$ cat src/rtl/pc_sequencer.sv
// Next-PC controller: boot hold, stall and trap sequencing, plus the saved epc/cause registers.
// Optional feature macro: PC_MISALIGN_TRAP_EN (misaligned branch/jump targets raise a trap).
module pc_sequencer #(
    parameter int unsigned     XLEN      = 32,
    parameter logic [XLEN-1:0] RESET_VEC = XLEN'(32'h0000_0000),
    parameter logic [XLEN-1:0] TRAP_VEC  = XLEN'(32'h0000_0100),
    parameter int unsigned     BOOT_HOLD = 4,
    localparam int unsigned    CAUSE_W   = 4
) (
    input  logic               clk,
    input  logic               rst,
    input  logic [XLEN-1:0]    curr_addr_i,
    output logic [XLEN-1:0]    next_addr_o,
    input  logic               branch_taken_i,
    input  logic [XLEN-1:0]    branch_target_i,
    input  logic               jump_i,
    input  logic [XLEN-1:0]    jump_target_i,
    input  logic               stall_i,
    input  logic               trap_req_i,
    input  logic [CAUSE_W-1:0] trap_cause_i,
    input  logic               mret_i,
    output logic [XLEN-1:0]    epc_o,
    output logic [CAUSE_W-1:0] cause_o,
    output logic               fetch_valid_o,
    output logic               misalign_fault_o,
    output logic [1:0]         state_o
);

    localparam int unsigned CNT_W = $clog2(BOOT_HOLD + 1);

    typedef enum logic [1:0] {
        ST_BOOT  = 2'd0,
        ST_RUN   = 2'd1,
        ST_STALL = 2'd2,
        ST_TRAP  = 2'd3
    } state_e;

    state_e             state_q, state_d;
    logic [CNT_W-1:0]   boot_cnt_q, boot_cnt_d;
    logic [XLEN-1:0]    epc_q, epc_d;
    logic [CAUSE_W-1:0] cause_q, cause_d;
    logic               boot_done;
    logic               trap_ev;
    logic               mis_ev;
    logic [XLEN-1:0]    jump_tgt;
    logic [XLEN-1:0]    branch_tgt;

    assign boot_done = (boot_cnt_q == CNT_W'(BOOT_HOLD - 1));
    assign trap_ev   = trap_req_i && ((state_q == ST_RUN) || (state_q == ST_STALL));

`ifdef PC_MISALIGN_TRAP_EN
    logic fault_q;
    logic fault_d;

    // Raw targets; a misaligned taken branch/jump in RUN becomes a cause-0 trap.
    assign jump_tgt   = jump_target_i;
    assign branch_tgt = branch_target_i;
    assign mis_ev     = (state_q == ST_RUN) &&
                        ((jump_i && (jump_target_i[1:0] != 2'b00)) ||
                         (branch_taken_i && (branch_target_i[1:0] != 2'b00)));
    assign fault_d    = mis_ev && !trap_ev;
    assign misalign_fault_o = fault_q;

    always_ff @(posedge clk) begin
        if (rst) begin
            fault_q <= 1'b0;
        end else begin
            fault_q <= fault_d;
        end
    end
`else
    localparam logic [XLEN-1:0] ALIGN_MASK = ~XLEN'(3);

    // Targets are silently word-aligned instead of faulting.
    assign jump_tgt   = jump_target_i & ALIGN_MASK;
    assign branch_tgt = branch_target_i & ALIGN_MASK;
    assign mis_ev     = 1'b0;
    assign misalign_fault_o = 1'b0;
`endif

    // State and saved-context registers.
    always_ff @(posedge clk) begin
        if (rst) begin
            state_q    <= ST_BOOT;
            boot_cnt_q <= '0;
            epc_q      <= '0;
            cause_q    <= '0;
        end else begin
            state_q    <= state_d;
            boot_cnt_q <= boot_cnt_d;
            epc_q      <= epc_d;
            cause_q    <= cause_d;
        end
    end

    // Next-state logic.
    always_comb begin
        state_d = state_q;
        case (state_q)
            ST_BOOT: begin
                if (boot_done) begin
                    state_d = ST_RUN;
                end
            end
            ST_RUN: begin
                if (trap_ev || mis_ev) begin
                    state_d = ST_TRAP;
                end else if (mret_i || jump_i || branch_taken_i) begin
                    state_d = ST_RUN;
                end else if (stall_i) begin
                    state_d = ST_STALL;
                end
            end
            ST_STALL: begin
                if (trap_ev) begin
                    state_d = ST_TRAP;
                end else if (!stall_i) begin
                    state_d = ST_RUN;
                end
            end
            ST_TRAP: begin
                state_d = ST_RUN;
            end
        endcase
    end

    // Next-PC select, fetch qualifier and context capture.
    always_comb begin
        next_addr_o   = curr_addr_i + XLEN'(4);
        fetch_valid_o = 1'b0;
        epc_d         = epc_q;
        cause_d       = cause_q;
        boot_cnt_d    = '0;
        if (rst) begin
            next_addr_o = RESET_VEC;
        end else begin
            case (state_q)
                ST_BOOT: begin
                    next_addr_o = RESET_VEC;
                    boot_cnt_d  = boot_done ? '0 : boot_cnt_q + CNT_W'(1);
                end
                ST_RUN: begin
                    fetch_valid_o = 1'b1;
                    if (trap_ev) begin
                        next_addr_o = TRAP_VEC;
                        epc_d       = curr_addr_i;
                        cause_d     = trap_cause_i;
                    end else if (mis_ev) begin
                        next_addr_o = TRAP_VEC;
                        epc_d       = curr_addr_i;
                        cause_d     = '0;
                    end else if (mret_i) begin
                        next_addr_o = epc_q;
                    end else if (jump_i) begin
                        next_addr_o = jump_tgt;
                    end else if (branch_taken_i) begin
                        next_addr_o = branch_tgt;
                    end else if (stall_i) begin
                        next_addr_o = curr_addr_i;
                    end
                end
                ST_STALL: begin
                    next_addr_o = curr_addr_i;
                    if (trap_ev) begin
                        next_addr_o = TRAP_VEC;
                        epc_d       = curr_addr_i;
                        cause_d     = trap_cause_i;
                    end
                end
                ST_TRAP: begin
                    next_addr_o = TRAP_VEC;
                end
            endcase
        end
    end

    assign epc_o   = epc_q;
    assign cause_o = cause_q;
    assign state_o = state_q;

endmodule

$ cat config.mk
export PLATFORM = sky130hd
export DESIGN_NAME = pc_sequencer
export DESIGN_NICKNAME = d
export VERILOG_FILES = /design/src/rtl/pc_sequencer.sv
export SDC_FILE = /design/constraint.sdc
export NUM_CORES = 1
export LEC_CHECK = 0
export ABC_AREA = 1
export BUFFER_PORTS_ARGS = -buffer_cell sky130_fd_sc_hd__buf_2
export CORE_MARGIN = 5
export CORE_UTILIZATION = 45
export DETAILED_ROUTE_END_ITERATION = 6
export HOLD_SLACK_MARGIN = 0.03
export PLACE_DENSITY = 0.78
export SLEW_MARGIN = 20
export SYNTH_ARGS = -nofsm -noshare
export SYNTH_HDL_FRONTEND = slang
export SYNTH_SLANG_ARGS = --single-unit
$ cat constraint.sdc
create_clock -name clk -period 3.3 [get_ports clk]
set_input_delay 0.165 -clock clk [delete_from_list [all_inputs] [get_ports clk]]
set_output_delay 0.165 -clock clk [all_outputs]
set_load 0.02 [all_outputs]
======== Word-level counts from Yosys, hierarchy flattened ========
Cells that the tools add are included.
Widths: inputs -> output; s select.
storage, ports and cells
  output and inout bits ................... 72
  input bits .............................. 107
  flip-flop bits (word level) ............. 41
  word-level logic and storage cells ...... 40
operators by class
  bitwise operators ....................... 1
  multiplexer cells ....................... 17
  add/sub/neg operators ................... 2
  equal/unequal tests ..................... 7
  reduce and logical (&&, ||, !) cells .... 9
operators with widths
  cell                   number
  $mux 32                7
  $pmux 32 s4            1
  $add 32x3->32 const B  1
  $mux 2                 6
  $pmux 2 s4             1
  $eq 2x2->1 const B     2
  $ne 4x3->1 const B     1
  $add 3x1->3 const B    1
  $eq 3x2->1 const B     1
  $logic_or 1x1->1       3
  $ne 3x3->1 const B     1
  $reduce_and 3->1       1
  $reduce_or 3->1        1
  $eq 2x1->1 const B     1
  $logic_not 2->1        1
  $mux 1                 2
  $ne 2x2->1 const B     1
  $reduce_and 2->1       1
  $reduce_or 2->1        1
  $logic_and 1x1->1      1
  $not 1->1              1

======== Logic depth before layout (Yosys ltp) ========
  depth after elaboration ................. 8
  mapped depth ............................ 12
  depth with buffers taken out ............ 12

======== Worst setup path after synthesis ========
OpenSTA, ideal clock, no wires.
  kind .................................... reg2out
  from .................................... register state_q[0] (netlist: state_o[0])
  to ...................................... output next_addr_o[2]
  path buffers ............................ 1
  arrival ................................. 2.049 ns
  required time ........................... 3.135 ns
  cell stages (with the launch flop) ...... 9
  slack ................................... 1.086 ns
  cell sequence ........................... dfxtp_1 -> inv_1 -> ha_1 -> nand2_1 -> buf_2 -> nand2_1 -> nor2_2 -> inv_1 -> o21ai_0
between the ends
  longest elaborated chain between the ends .. 6
  elaborated cells between the ends (all ways) .. 10
  those cells by class .................... eq/ne (3); mux (4); reduce/logical (3)
ends and longest elaborated chain
  what                                             line      RTL
  start, declared                                  38        state_e state_q, state_d;
  start signal, assigned                           89        state_q <= state_d;
  $eq 2x1->1 / $eq 2x2->1 (equally long branches)  49, 137
  $logic_or 1x1->1                                 49        assign trap_ev = trap_req_i && ((state_q == ST_RUN) || (state_q == ST_STALL));
  $logic_and 1x1->1                                49
  $mux 32 (on tied branches)                       164, 144
  $pmux 32 s4 *                                    137       case (state_q)
  $mux 32 *                                        134       if (rst) begin
  end, declared                                    13        output logic [XLEN-1:0] next_addr_o,
Every way passes the cells marked *; elsewhere a longest branch is shown, timed or not.

======== Final worst setup path ========
  from .................................... register state_q[0] (netlist: state_o[0])
  to ...................................... output next_addr_o[3]
Same word-level chain as after synthesis.

==> results.yml <==
status:
  status: "completed"
synthesis:
  synth_ff_type: "dfxtp_1"
  ys_types: 37
  ys_ff_latch: 41
  syn_inst: 669
  syn_nets: 784
  netlist_area_sq_um: 3690
  avgSynthCellArea_sq_um: 5.52
  synth_edf_count: 0
  async_reset_ff_share_pct: 0
  yosysSeqAreaShare_pct: 22.2
  yosys_warnings: 0
global_routing:
  grt_pass1_wl_um: 21100
  grt_overflow: 0
  antenna_found_initial: 0
  grt_pass1_vias: 4583
  grt_usage_pct: 25.3
  grt_start_max_net_pins: 39
clock_network:
  worstSkewPairLatency_ns: 0.30
  cts_tree: "yes"
  cts_sinks: 41
  post_cts_buffers: 0
  htreeDepth: 2
  clk_pin_slew_ns: 0.08
  ctsRootBufferMaster: "clkbuf_8"
  postCtsHoldBufs: 0
  clk_path_buf_depth: 2
  cts_made_buffers: 5
  post_cts_resize_count: 0
finish:
  num_antenna_cells: 0
  area_delta_synth_final_pct: 25.9
  most-common-layout-cells: "nand2_1, buf_2, nor2_1"
  final_layout_size_suffix_gt1_share_pct: 25.4
  fin_nets: 934
  final_common_cell: "nand2_1"
critical_path:
  endpoint_kind: "output port"
  slowest_delay_ns: 0.57
  start_kind: "flop"
  arrival_ns: 2.59
  critPathMaxFanout: 14
  crit_chain: "inv_1, ha_1, nand2_1, nand2_1, nor2_2, inv_1, o22ai_1, buf_2"
  path_delay_family: "simple AND/OR/NAND/NOR gates"
  path_buf_inv: 3
  crit_required_ns: 3.13
  cpMaxStageDelayCell: "nor2_2"
  path_class: "flop to output port"
placed_design:
  gp_congestion: 0.956
  post-place-ws_ns: 0.949
  portBuffers: 173
  dp_hpwl_um: 10100
detailed_routing:
  wl_per_cell_um: 14.3
  drt_pre_antenna_iters: 5
  viasPerCell: 5.28
  drtIter0Drc: 215
  drcViolationCount: 0
  routed_wl_um: 13200
  vias: 4884
  drt.antenna.violating_nets: 0
power:
  p_leak_nw: 2.50
  peakVddDrop_mv: 0.224
  total_power_mw: 2.39
  powerDensity_nw_per_um2: 514
sta:
  worst_clock_skew_ns: 0.00761
  worst_pin_slew_ns: 1.10
  hold_viol: 0
  rsz0062_at_grt: "no"
  drv_slew: 0
  slew_headroom_pct: 26.4
  period_minus_slack_ns: 2.75
  fmax_ghz: 0.363
  fin_ws_ns: 0.549
  report.final.setup_viol: 0
  fin_crit_sh_pct: 83.4
  fin_setup_tns_ns: 0
floorplanning:
  io_pins: 179
  rows: 33
  start_util_pct: 45.6
  fp.dieH_um: 101
  die-area_sq_um: 10100
  die_x_um: 101
  core_sq_um: 8090
min_path:
  hold_class: "primary input to flop"
flow_run:
  drv_cap: 0
## report_power, final
| part | internal, mW | switching, mW |
|---|---|---|
| sequential | 0.659 | 0.117 |
| combinational | 0.434 | 0.849 |
| clock | 0.147 | 0.185 |
## cells in the mapped netlist, types with 2 or more instances
| cell | instances | share of area (%) |
|---|---|---|
| xor2_1 | 7 | 1.7 |
| o21ai_1 | 5 | 0.68 |
| inv_1 | 51 | 5.2 |
| nand3_2 | 3 | 0.81 |
| o21ai_0 | 47 | 6.4 |
| nor3_1 | 2 | 0.27 |
| nand3_1 | 39 | 5.3 |
| ha_1 | 8 | 2.7 |
| o22ai_1 | 28 | 4.7 |
| nand2_2 | 5 | 0.85 |
| or2_2 | 2 | 0.34 |
| nor2_1 | 115 | 12 |
| inv_2 | 2 | 0.20 |
| nand4_1 | 6 | 1.0 |
| nor2_2 | 6 | 1.0 |
| o2111ai_1 | 2 | 0.47 |
| a211oi_1 | 2 | 0.41 |
| nor2_4 | 5 | 1.5 |
| xnor2_1 | 2 | 0.47 |
| nand2_1 | 218 | 22 |
| buf_2 | 12 | 1.6 |
| buf_1 | 3 | 0.30 |
| clkbuf_1 | 17 | 1.7 |
| a21oi_1 | 28 | 3.8 |
| dfxtp_1 | 41 | 22 |
| o211ai_1 | 2 | 0.41 |
## state kept, by name, summed over array words and instances (netlist names)
register,count
cause_o,4
state_o,2
boot_cnt_q,3
epc_o,32
## kinds of logic after synthesis
logic type / Yosys count / synth area share, %
adder cells (fa/ha/maj): 8 / 2.71
AND/OR/NAND/NOR: 405 / 45.7
XOR/XNOR: 9 / 2.13
flip-flops: 41 / 22.2
AO/OA/AOI/OAI: 117 / 17.4
other: 1 / 0.102
buffers and inverters: 88 / 9.69
## routing by layer
layer / GRT usage [%] / vias to the layer above / share of wire, % / wire [um]
met5: 0 / - / 0 / 0
met4: 7.15 / 0 / 1.2 / 161
met1: 30.3 / 2210 / 40 / 5300
met2: 45.9 / 210 / 51 / 6670
met3: 4.57 / 19 / 8.1 / 1070
li1: - / 2445 / - / -
## per-stage QoR
| stage | cell area, sq um | hold WS, ns | std cells | util [%] |
|---|---|---|---|---|
| 4_1_cts | 4650 | 0.0789 | 925 | 57.5 |
| 5_1_grt | 4650 | 0.0774 | 925 | 57.5 |
| 3_5_place_dp | 4570 | 0.394 | 917 | 56.4 |
| 6_report | 4650 | 0.0793 | 925 | 57.5 |
| 2_1_floorplan | 3690 | 0.243 | 669 | - |
| 3_3_place_gp | 4570 | 0.383 | 917 | 56.4 |
## path summary, 6_finish.rpt
path | start | endpoint | slack (ns) | depth (start not counted)
min | rst | state_o[1] | 0.08 | 2
max reg2reg | state_o[0] | state_o[0] | 1.17 | 10
max | state_o[0] | next_addr_o[3] | 0.55 | 8
min reg2reg | boot_cnt_q[0] | boot_cnt_q[0] | 0.43 | 1
## final cells by class
class | count | area [sq um]
clock inverters | 2 | 10.0
repair buffers | 177 | 896
inverters | 54 | 204
well taps | 105 | 131
fillers | 863 | 3440
multi-input cells | 540 | 2510
clock buffers | 6 | 72.6
flip-flops and latches | 41 | 821
Note: power is estimated with default switching activity, not from simulation.
